### src/rtl/ifetch_ctrl_if.sv
// Fetch-unit bus: decode handshake, redirect request and instruction-memory port.
// master = fetch sequencer, slave = surrounding pipeline/memory.
interface ifetch_ctrl_if;
  logic        redirect_valid;
  logic [31:0] redirect_pc;
  logic        out_ready;
  logic        out_valid;
  logic [31:0] out_pc;
  logic [31:0] out_instr;
  logic        out_fault;
  logic        im_en;
  logic [31:0] im_addr;
  logic [31:0] im_dout;
  logic [31:0] im_addrout;

  modport master (
    input  redirect_valid, redirect_pc, out_ready, im_dout, im_addrout,
    output out_valid, out_pc, out_instr, out_fault, im_en, im_addr
  );

  modport slave (
    output redirect_valid, redirect_pc, out_ready, im_dout, im_addrout,
    input  out_valid, out_pc, out_instr, out_fault, im_en, im_addr
  );
endinterface

### src/rtl/ifetch_ctrl.sv
// Instruction-fetch sequencer: owns the PC, issues one-cycle-latency memory reads
// under a 2-entry credit limit and presents {pc, instr, fault} through a skid FIFO.
module ifetch_ctrl #(
  parameter logic [31:0] RESET_PC = 32'h0000_3000
) (
  input  logic          clk,
  input  logic          rst_n,
  ifetch_ctrl_if.master bus
);

  logic [31:0] pc_q, pc_d;
  logic        rsp_pending_q, rsp_pending_d;
  logic [1:0]  count_q, count_d;
  logic        rd_ptr_q, rd_ptr_d;
  logic        wr_ptr_q, wr_ptr_d;
  logic [31:0] ent_pc_q    [2];
  logic [31:0] ent_pc_d    [2];
  logic [31:0] ent_instr_q [2];
  logic [31:0] ent_instr_d [2];
  logic        ent_fault_q [2];
  logic        ent_fault_d [2];

  logic        pop, push, issue, rsp_fault;
  logic [2:0]  credit;

  always_comb begin
    pop       = (count_q != 2'd0) && bus.out_ready;
    push      = rsp_pending_q && !bus.redirect_valid;
    rsp_fault = (bus.im_addrout[1:0] != 2'b00);
    // Occupancy the FIFO will have once the in-flight read lands, net of this pop.
    credit    = {1'b0, count_q} + {2'b00, rsp_pending_q} - {2'b00, pop};
    issue     = rst_n && !bus.redirect_valid && (credit < 3'd2);

    pc_d          = pc_q;
    rsp_pending_d = 1'b0;
    count_d       = count_q;
    rd_ptr_d      = rd_ptr_q;
    wr_ptr_d      = wr_ptr_q;
    ent_pc_d      = ent_pc_q;
    ent_instr_d   = ent_instr_q;
    ent_fault_d   = ent_fault_q;

    if (bus.redirect_valid) begin
      pc_d     = bus.redirect_pc;
      count_d  = 2'd0;
      rd_ptr_d = 1'b0;
      wr_ptr_d = 1'b0;
    end else begin
      if (issue) begin
        pc_d          = pc_q + 32'd4;
        rsp_pending_d = 1'b1;
      end
      if (push) begin
        ent_pc_d[wr_ptr_q]    = bus.im_addrout;
        ent_instr_d[wr_ptr_q] = rsp_fault ? '0 : bus.im_dout;
        ent_fault_d[wr_ptr_q] = rsp_fault;
        wr_ptr_d              = ~wr_ptr_q;
      end
      if (pop) rd_ptr_d = ~rd_ptr_q;
      count_d = count_q + 2'(push) - 2'(pop);
    end
  end

  always_ff @(posedge clk or negedge rst_n) begin
    if (!rst_n) begin
      pc_q          <= RESET_PC;
      rsp_pending_q <= 1'b0;
      count_q       <= 2'd0;
      rd_ptr_q      <= 1'b0;
      wr_ptr_q      <= 1'b0;
      for (int unsigned i = 0; i < 2; i++) begin
        ent_pc_q[i]    <= '0;
        ent_instr_q[i] <= '0;
        ent_fault_q[i] <= 1'b0;
      end
    end else begin
      pc_q          <= pc_d;
      rsp_pending_q <= rsp_pending_d;
      count_q       <= count_d;
      rd_ptr_q      <= rd_ptr_d;
      wr_ptr_q      <= wr_ptr_d;
      ent_pc_q      <= ent_pc_d;
      ent_instr_q   <= ent_instr_d;
      ent_fault_q   <= ent_fault_d;
    end
  end

  always_comb begin
    bus.im_en     = issue;
    bus.im_addr   = pc_q;
    bus.out_valid = (count_q != 2'd0);
    bus.out_pc    = ent_pc_q[rd_ptr_q];
    bus.out_instr = ent_instr_q[rd_ptr_q];
    bus.out_fault = ent_fault_q[rd_ptr_q];
  end

endmodule

### src/flat_wrapper.sv
// flat-port wrapper written by rule: the top's interface ports become plain ports
module ifetch_ctrl_flat 
#(
  parameter logic [31:0] RESET_PC = 32'h0000_3000
)
  (clk, rst_n, bus_redirect_valid, bus_redirect_pc, bus_out_ready, bus_im_dout, bus_im_addrout, bus_out_valid, bus_out_pc, bus_out_instr, bus_out_fault, bus_im_en, bus_im_addr);
  ifetch_ctrl_if bus_i ();
  input  logic clk;
  input  logic rst_n;
  input wire logic [$bits(bus_i.redirect_valid)-1:0] bus_redirect_valid;
  input wire logic [$bits(bus_i.redirect_pc)-1:0] bus_redirect_pc;
  input wire logic [$bits(bus_i.out_ready)-1:0] bus_out_ready;
  input wire logic [$bits(bus_i.im_dout)-1:0] bus_im_dout;
  input wire logic [$bits(bus_i.im_addrout)-1:0] bus_im_addrout;
  output wire logic [$bits(bus_i.out_valid)-1:0] bus_out_valid;
  output wire logic [$bits(bus_i.out_pc)-1:0] bus_out_pc;
  output wire logic [$bits(bus_i.out_instr)-1:0] bus_out_instr;
  output wire logic [$bits(bus_i.out_fault)-1:0] bus_out_fault;
  output wire logic [$bits(bus_i.im_en)-1:0] bus_im_en;
  output wire logic [$bits(bus_i.im_addr)-1:0] bus_im_addr;
  assign bus_i.redirect_valid = bus_redirect_valid;
  assign bus_i.redirect_pc = bus_redirect_pc;
  assign bus_i.out_ready = bus_out_ready;
  assign bus_i.im_dout = bus_im_dout;
  assign bus_i.im_addrout = bus_im_addrout;
  assign bus_out_valid = bus_i.out_valid;
  assign bus_out_pc = bus_i.out_pc;
  assign bus_out_instr = bus_i.out_instr;
  assign bus_out_fault = bus_i.out_fault;
  assign bus_im_en = bus_i.im_en;
  assign bus_im_addr = bus_i.im_addr;
  ifetch_ctrl #(.RESET_PC(RESET_PC)) u_core (.clk(clk), .rst_n(rst_n), .bus(bus_i));
endmodule
### config.mk
export PLATFORM = sky130hd
export DESIGN_NAME = ifetch_ctrl_flat
export DESIGN_NICKNAME = d
export VERILOG_FILES = /design/src/rtl/ifetch_ctrl_if.sv /design/src/rtl/ifetch_ctrl.sv /design/src/flat_wrapper.sv
export SDC_FILE = /design/constraint.sdc
export NUM_CORES = 1
export LEC_CHECK = 0
export ABC_AREA = 1
export CAP_MARGIN = 20
export CORE_ASPECT_RATIO = 1.4
export CORE_MARGIN = 5
export CORE_UTILIZATION = 52
export DETAILED_ROUTE_END_ITERATION = 8
export PLACE_DENSITY_LB_ADDON = 0.15
export SLEW_MARGIN = 30
export SYNTH_ARGS = -nofsm -noshare
export SYNTH_HDL_FRONTEND = slang
export SYNTH_SLANG_ARGS = --single-unit
export TNS_END_PERCENT = 20
### constraint.sdc
create_clock -name clk -period 5.28 [get_ports clk]
set_clock_uncertainty 0.1 [all_clocks]
set_input_delay 1.32 -clock clk [delete_from_list [all_inputs] [get_ports clk]]
set_output_delay 1.32 -clock clk [all_outputs]
set_load 0.01 [all_outputs]
==> results.json, run 1 <==
{
  "run_status": "finished, final reports clean",
  "ys_ff_latch": 167,
  "fin_nets": 1452,
  "synthesis.nets": 1279,
  "slowest_stage": "clkdlybuf4s50_1",
  "num_rows": 55,
  "timing.hold.ws_ns": 0.378,
  "dp_cells": 1527,
  "drt_first_pass_iters": 5,
  "yosys-top-cells-area": "dfrtp_1 49%, nand2_1 22%, o21ai_0 7.8%",
  "path_clk_slew_ns": 0.06,
  "maxSlewViolCount": 0,
  "avgSynthCellArea_um2": 7.18,
  "drt-total-wl_um": 21300,
  "clockRootBuffer": "clkbuf_16",
  "die-area_um2": 18900,
  "netlist_area_um2": 8440,
  "crit_top_cell": "clkdlybuf4s50_1",
  "hold_path_class": "reg -> reg",
  "clockBufferDepth": 2,
  "gp_congestion": 0.879,
  "setup_tns_ns": 0,
  "drv_cap": 0,
  "multiInputGateArea_um2": 3440,
  "die_w_um": 118,
  "clkSinkCount": 167,
  "track_usage_pct": 22.9,
  "period_share_pct": 97.4,
  "grt_pass1_vias": 7504,
  "grt_max_degree": 99,
  "viasPerCell": 4.95,
  "synth_top_area_cell": "dfrtp_1",
  "antenna_found_initial": 0,
  "seq_area_um2": 4180,
  "yosysUniqueCellTypes": 29,
  "route.detailed.drc": 0,
  "pin_count": 199,
  "leakagePower_nw": 5.55,
  "yosysSeqAreaShare_pct": 49.6,
  "yosysWarningCount": 0,
  "post_cts_buffers": 0,
  "syn_inst": 1175,
  "final_hold_viol_count": 0,
  "numCtsBuffers": 17,
  "fill_cells": 1370,
  "worst_ep_required_time_ns": 3.86,
  "htree_levels": 4,
  "antenna_left": 0,
  "wl_per_cell_um": 13.7,
  "area_growth_pct": 31.5,
  "io_buffers": 198,
  "cts_hold_buf": 0,
  "final_area_um2": 11100,
  "grt_pass1_wl_um": 36100,
  "grt_overflow_total": 0,
  "vias": 7728,
  "post-route-util_pct": 69.2,
  "design_power_total_mw": 5.46,
  "p_per_area_nw_per_um2": 492,
  "max_freq_mhz": 194,
  "start_util_pct": 52.6,
  "max-slew-margin-rel_pct": 44.7,
  "max_slew.worst_pin.slew_ns": 0.829,
  "period_needed_ns": 5.14,
  "num_antenna_cells": 0,
  "final-instance-count-excl-fill": 1560,
  "design.core.area_um2": 16000,
  "cp.arrival_ns": 3.72,
  "die_y_um": 161,
  "netlist.area_leader.share_pct": 48.9,
  "dp_worst_setup_slack_ns": 0.133,
  "clk-insertion-delay-late_ns": 0.42,
  "critical_path_class": "in -> out",
  "cp_slowest_stage_delay_ns": 0.60,
  "crit_path_end_kind": "output pin",
  "cts_tree": "built",
  "critPathLaunchType": "input pin",
  "rsz0062_at_grt": "no",
  "layout-drive-gt1-share_pct": 4.41,
  "place_area_um2": 10500,
  "cp_max_fo": 4,
  "post_cts_resized": 0,
  "drtIter0Drc": 559,
  "setup_viol": 0,
  "hpwl_um": 14200,
  "setup_slack_ns": 0.138,
  "peakVddDrop_mv": 0.330,
  "crit_path_cell_trace": "clkdlybuf4s50_1 > nand2_1 > nor2_1 > o21ai_0 > fa_1 > inv_1 > nor3_2 > clkdlybuf4s50_1"
}
[critical path: cells and delay by family]
kind | cells | cell delay, ns
buffers and inverters | 3 | 1.17
AND/OR/NAND/NOR | 3 | 0.59
adder cells (fa/ha/maj) | 1 | 0.49
AO/OA/AOI/OAI | 1 | 0.15
[cell usage in the layout (no fill, tap or decap), types with 2 or more instances in the layout]
cell type,n
o21ai_0,132
inv_6,4
dfrtp_1,164
clkinv_4,2
clkinv_2,4
clkinvlp_4,3
clkdlybuf4s50_1,197
clkbuf_16,17
nand2_2,2
o21bai_1,7
xor2_1,4
dfstp_2,2
nand3_1,76
inv_1,144
nand2_1,484
inv_2,3
buf_4,12
ha_1,3
xnor2_1,6
or2_2,2
nor2_1,76
[synth_stat cells]
| library cell | count |
|---|---|
| o21ai_0 | 132 |
| nor2_2 | 1 |
| nand2b_1 | 1 |
| mux2i_1 | 1 |
| or2_2 | 2 |
| ha_1 | 3 |
| o21ai_1 | 1 |
| buf_2 | 18 |
| xor2_1 | 4 |
| nor2_4 | 1 |
| nand2_2 | 1 |
| and2_1 | 1 |
| nor2_1 | 76 |
| nand3_1 | 76 |
| o21bai_1 | 7 |
| clkbuf_1 | 32 |
| buf_4 | 6 |
| nand2_1 | 486 |
| fa_1 | 1 |
| dfrtp_1 | 165 |
| xnor2_1 | 6 |
| buf_6 | 1 |
| clkinv_1 | 1 |
| inv_1 | 145 |
| a21oi_1 | 1 |
| dfstp_2 | 2 |
| nor3_1 | 1 |
| nor3_2 | 1 |
| inv_2 | 2 |
[area by class of cell]
| class | count | area share [%] |
|---|---|---|
| Clock buffer | 19 | 3.99 |
| Clock inverter | 13 | 1.08 |
| Inverter | 148 | 5.02 |
| Multi-Input combinational cell | 803 | 31.0 |
| Sequential cell | 167 | 37.7 |
| Tap cell | 199 | 2.24 |
| Timing Repair Buffer | 211 | 18.9 |
[flip-flops by register name, indices dropped and copies added (netlist names)]
signal and flops:
u_core.bus.im_addr 32, u_core.ent_instr_q 64, u_core.count_q 2, u_core.ent_pc_q 64, u_core.wr_ptr_q 1, u_core.rd_ptr_q 1
u_core.rsp_pending_q 1, u_core.ent_fault_q 2
[cells by family after synthesis]
| logic type | Yosys count | synth area share (%) |
|---|---|---|
| xor gates and xnor gates | 10 | 1.04 |
| AOI/OAI and AO/OA | 141 | 8.57 |
| muxes | 1 | 0.119 |
| DFF | 167 | 49.6 |
| and+or+nand+nor | 647 | 30.3 |
| buffers and inverters | 205 | 9.74 |
| adders and majority gates | 4 | 0.682 |
[final timing paths]
path                                        from                     end  slack (ns)  cells after the start
hold / removal             u_core.bus.im_addr[0]   u_core.bus.im_addr[0]        0.38                      2
hold reg to reg            u_core.bus.im_addr[0]   u_core.bus.im_addr[0]        0.38                      2
max in group asynchronous                  rst_n         u_core.rd_ptr_q        2.76                      3
setup / recovery                   bus_out_ready               bus_im_en        0.14                      8
min in group asynchronous                  rst_n  u_core.bus.im_addr[27]        0.93                      2
setup reg to reg               u_core.count_q[1]   u_core.bus.im_addr[4]        2.33                     12
[routing by layer]
layer / global-route usage (%) / up-vias / wire [um] / share of wire (%)
met3: 6.02 / 38 / 1400 / 6.6
met1: 29.2 / 3551 / 9040 / 42
li1: - / 3929 / - / -
met5: 0 / - / 0 / 0
met4: 7.30 / 0 / 490 / 2.3
met2: 38.3 / 210 / 10400 / 49
[where the power goes]
group / switching (mW) / internal, mW
Combinational: 1.13 / 1.04
Sequential: 0.340 / 1.76
Clock: 0.529 / 0.666
Total: 2.00 / 3.46
Power figures use the tool's default switching activity.
==> inputs of run 2 (changes only) <==
Settings changed: ABC_CLOCK_PERIOD_IN_PS set to 5280, CORE_UTILIZATION 52 to 54.
==> run 2 against run 1 <==
  * Sequential power barely moved
  * Global-route usage rose by 1.3 points
  * Cell count fell by 0.19%
  * Cell area rose by 0.18%
==> results.json, run 2 (synthesis gave the netlist of run 1 again) <==
{
  "clkSinkCount": 167,
  "leakagePower_nw": 5.55,
  "wl_per_cell_um": 13.8,
  "clockRootBuffer": "clkbuf_16",
  "htree_levels": 4,
  "track_usage_pct": 24.2,
  "gp_congestion": 0.885,
  "dp_worst_setup_slack_ns": 0.157,
  "antenna_left": 0,
  "crit_family": "buffers and inverters",
  "r2r_cells": 12,
  "rr_startpoint": "u_core.count_q[1]",
  "r2r_end": "u_core.bus.im_addr[3]",
  "reg2reg_slack_ns": 2.31,
  "period_needed_ns": 5.12,
  "setup_tns_ns": 0,
  "num_antenna_cells": 0,
  "worst_ep_required_time_ns": 3.86,
  "final_area_um2": 11100,
  "io_buffers": 198,
  "route.detailed.drc": 0,
  "max_slew.worst_pin.slew_ns": 0.637,
  "path_clk_slew_ns": 0.07,
  "cp-endpoint": "bus_im_en",
  "drt_first_pass_iters": 5,
  "hold_depth": 2,
  "crit_path_cell_trace": "clkdlybuf4s50_1 > nand2_1 > nor2_1 > o21ai_0 > fa_1 > inv_1 > nor3_2 > clkdlybuf4s50_1",
  "die-area_um2": 18300,
  "clk-insertion-delay-late_ns": 0.41,
  "run_status": "finished, final reports clean",
  "setup_slack_ns": 0.165,
  "critical_path_class": "in -> out",
  "numCtsBuffers": 17,
  "cp_max_fo": 4,
  "final_cell_mix": "484 x nand2_1, 197 x clkdlybuf4s50_1, 164 x dfrtp_1",
  "crit_path_end_kind": "output pin",
  "layout-drive-gt1-share_pct": 4.26,
  "setup_viol": 0,
  "slowest_stage": "clkdlybuf4s50_1",
  "drv_cap": 0,
  "cts_tree": "built",
  "start_util_pct": 54.5,
  "period_share_pct": 96.9,
  "max-slew-margin-rel_pct": 57.5,
  "die_y_um": 158,
  "rsz0062_at_grt": "no",
  "maxSlewViolCount": 0,
  "p_per_area_nw_per_um2": 493,
  "max_freq_mhz": 196,
  "clockBufferDepth": 2,
  "worst-path-stages": 8,
  "place_area_um2": 10500,
  "die_w_um": 116,
  "layout_commonest_cell": "nand2_1",
  "timing.hold.ws_ns": 0.378,
  "cp_slowest_stage_delay_ns": 0.61,
  "fill_cells": 1332,
  "grt_pass1_vias": 7728,
  "antenna_found_initial": 0,
  "hold_path_class": "reg -> reg",
  "peakVddDrop_mv": 0.330,
  "cts_hold_buf": 0,
  "design.core.area_um2": 15500,
  "num_rows": 54,
  "drtIter0Drc": 473,
  "drt-total-wl_um": 21500,
  "critPathLaunchType": "input pin",
  "crit_buf_inv": 3,
  "vias": 7853,
  "grt_max_degree": 168,
  "post_cts_resized": 0,
  "worstHoldStart": "u_core.bus.im_addr[1]",
  "grt_pass1_wl_um": 35900,
  "fin_nets": 1453,
  "cp.arrival_ns": 3.70,
  "viasPerCell": 5.04,
  "setup.worst_path.start": "bus_out_ready",
  "hpwl_um": 14200,
  "post_cts_buffers": 0,
  "area_growth_pct": 31.8,
  "crit_top_cell": "clkdlybuf4s50_1",
  "post-route-util_pct": 71.8,
  "grt_overflow_total": 0,
  "pin_count": 199,
  "final_hold_viol_count": 0
}
-- run 2: cell count changes in the layout (fill, tap and decap cells not counted) --
cell and delta:
buf_12 +1, clkbuf_8 -1, clkinv_1 +2, clkinv_2 -4, inv_2 -1, inv_8 +3
-- run 2: report_power, final --
| part | switching [mW] | internal, mW | total (mW) |
|---|---|---|---|
| Combinational | 1.12 | 1.03 | 2.16 |
| Clock | 0.539 | 0.664 | 1.20 |
| Sequential | 0.363 | 1.76 | 2.12 |
| Total | 2.03 | 3.46 | 5.48 |
-- run 2: final cells by class --
class / count / area (um2) / share of cell area, %
clock buffer: 18 / 429 / 3.86
clock inverter: 13 / 139 / 1.25
inverter: 148 / 556 / 5.00
multi-input combinational: 803 / 3440 / 31.0
sequential: 167 / 4180 / 37.6
tap: 196 / 245 / 2.21
timing repair buffer: 212 / 2120 / 19.1
-- run 2: worst min path at each step --
stage	end	slack, ns
after global routing	u_core.bus.im_addr[0]	0.40
after global placement	u_core.bus.im_addr[0]	0.36
final	u_core.bus.im_addr[1]	0.38
after detailed placement	u_core.bus.im_addr[1]	0.36
after CTS	u_core.bus.im_addr[1]	0.38
after floorplan	u_core.ent_instr_q[0]	0.35
-- run 2: layer usage --
layer / up-vias / wire length, um / track usage [%] / part of all wire [%]
li1: 3930 / - / - / -
met1: 3642 / 8880 / 31.2 / 41
met2: 237 / 10700 / 40.2 / 50
met3: 44 / 1290 / 4.74 / 6.0
met4: 0 / 652 / 9.62 / 3.0
met5: - / 0 / 0 / 0
-- run 2: worst min-delay path: stages (launching register included) --
cell	delay [ns]
dfrtp_1	0.35
nand2_1	0.05
nand2_1	0.05
-- run 2: metrics by stage --
step | power (mW) | cells
after floorplan | 3.25 | 1175
after CTS | 5.53 | 1556
final | 5.48 | 1557
after global placement | 4.24 | 1525
after global routing | 5.90 | 1557
after detailed placement | 4.29 | 1525
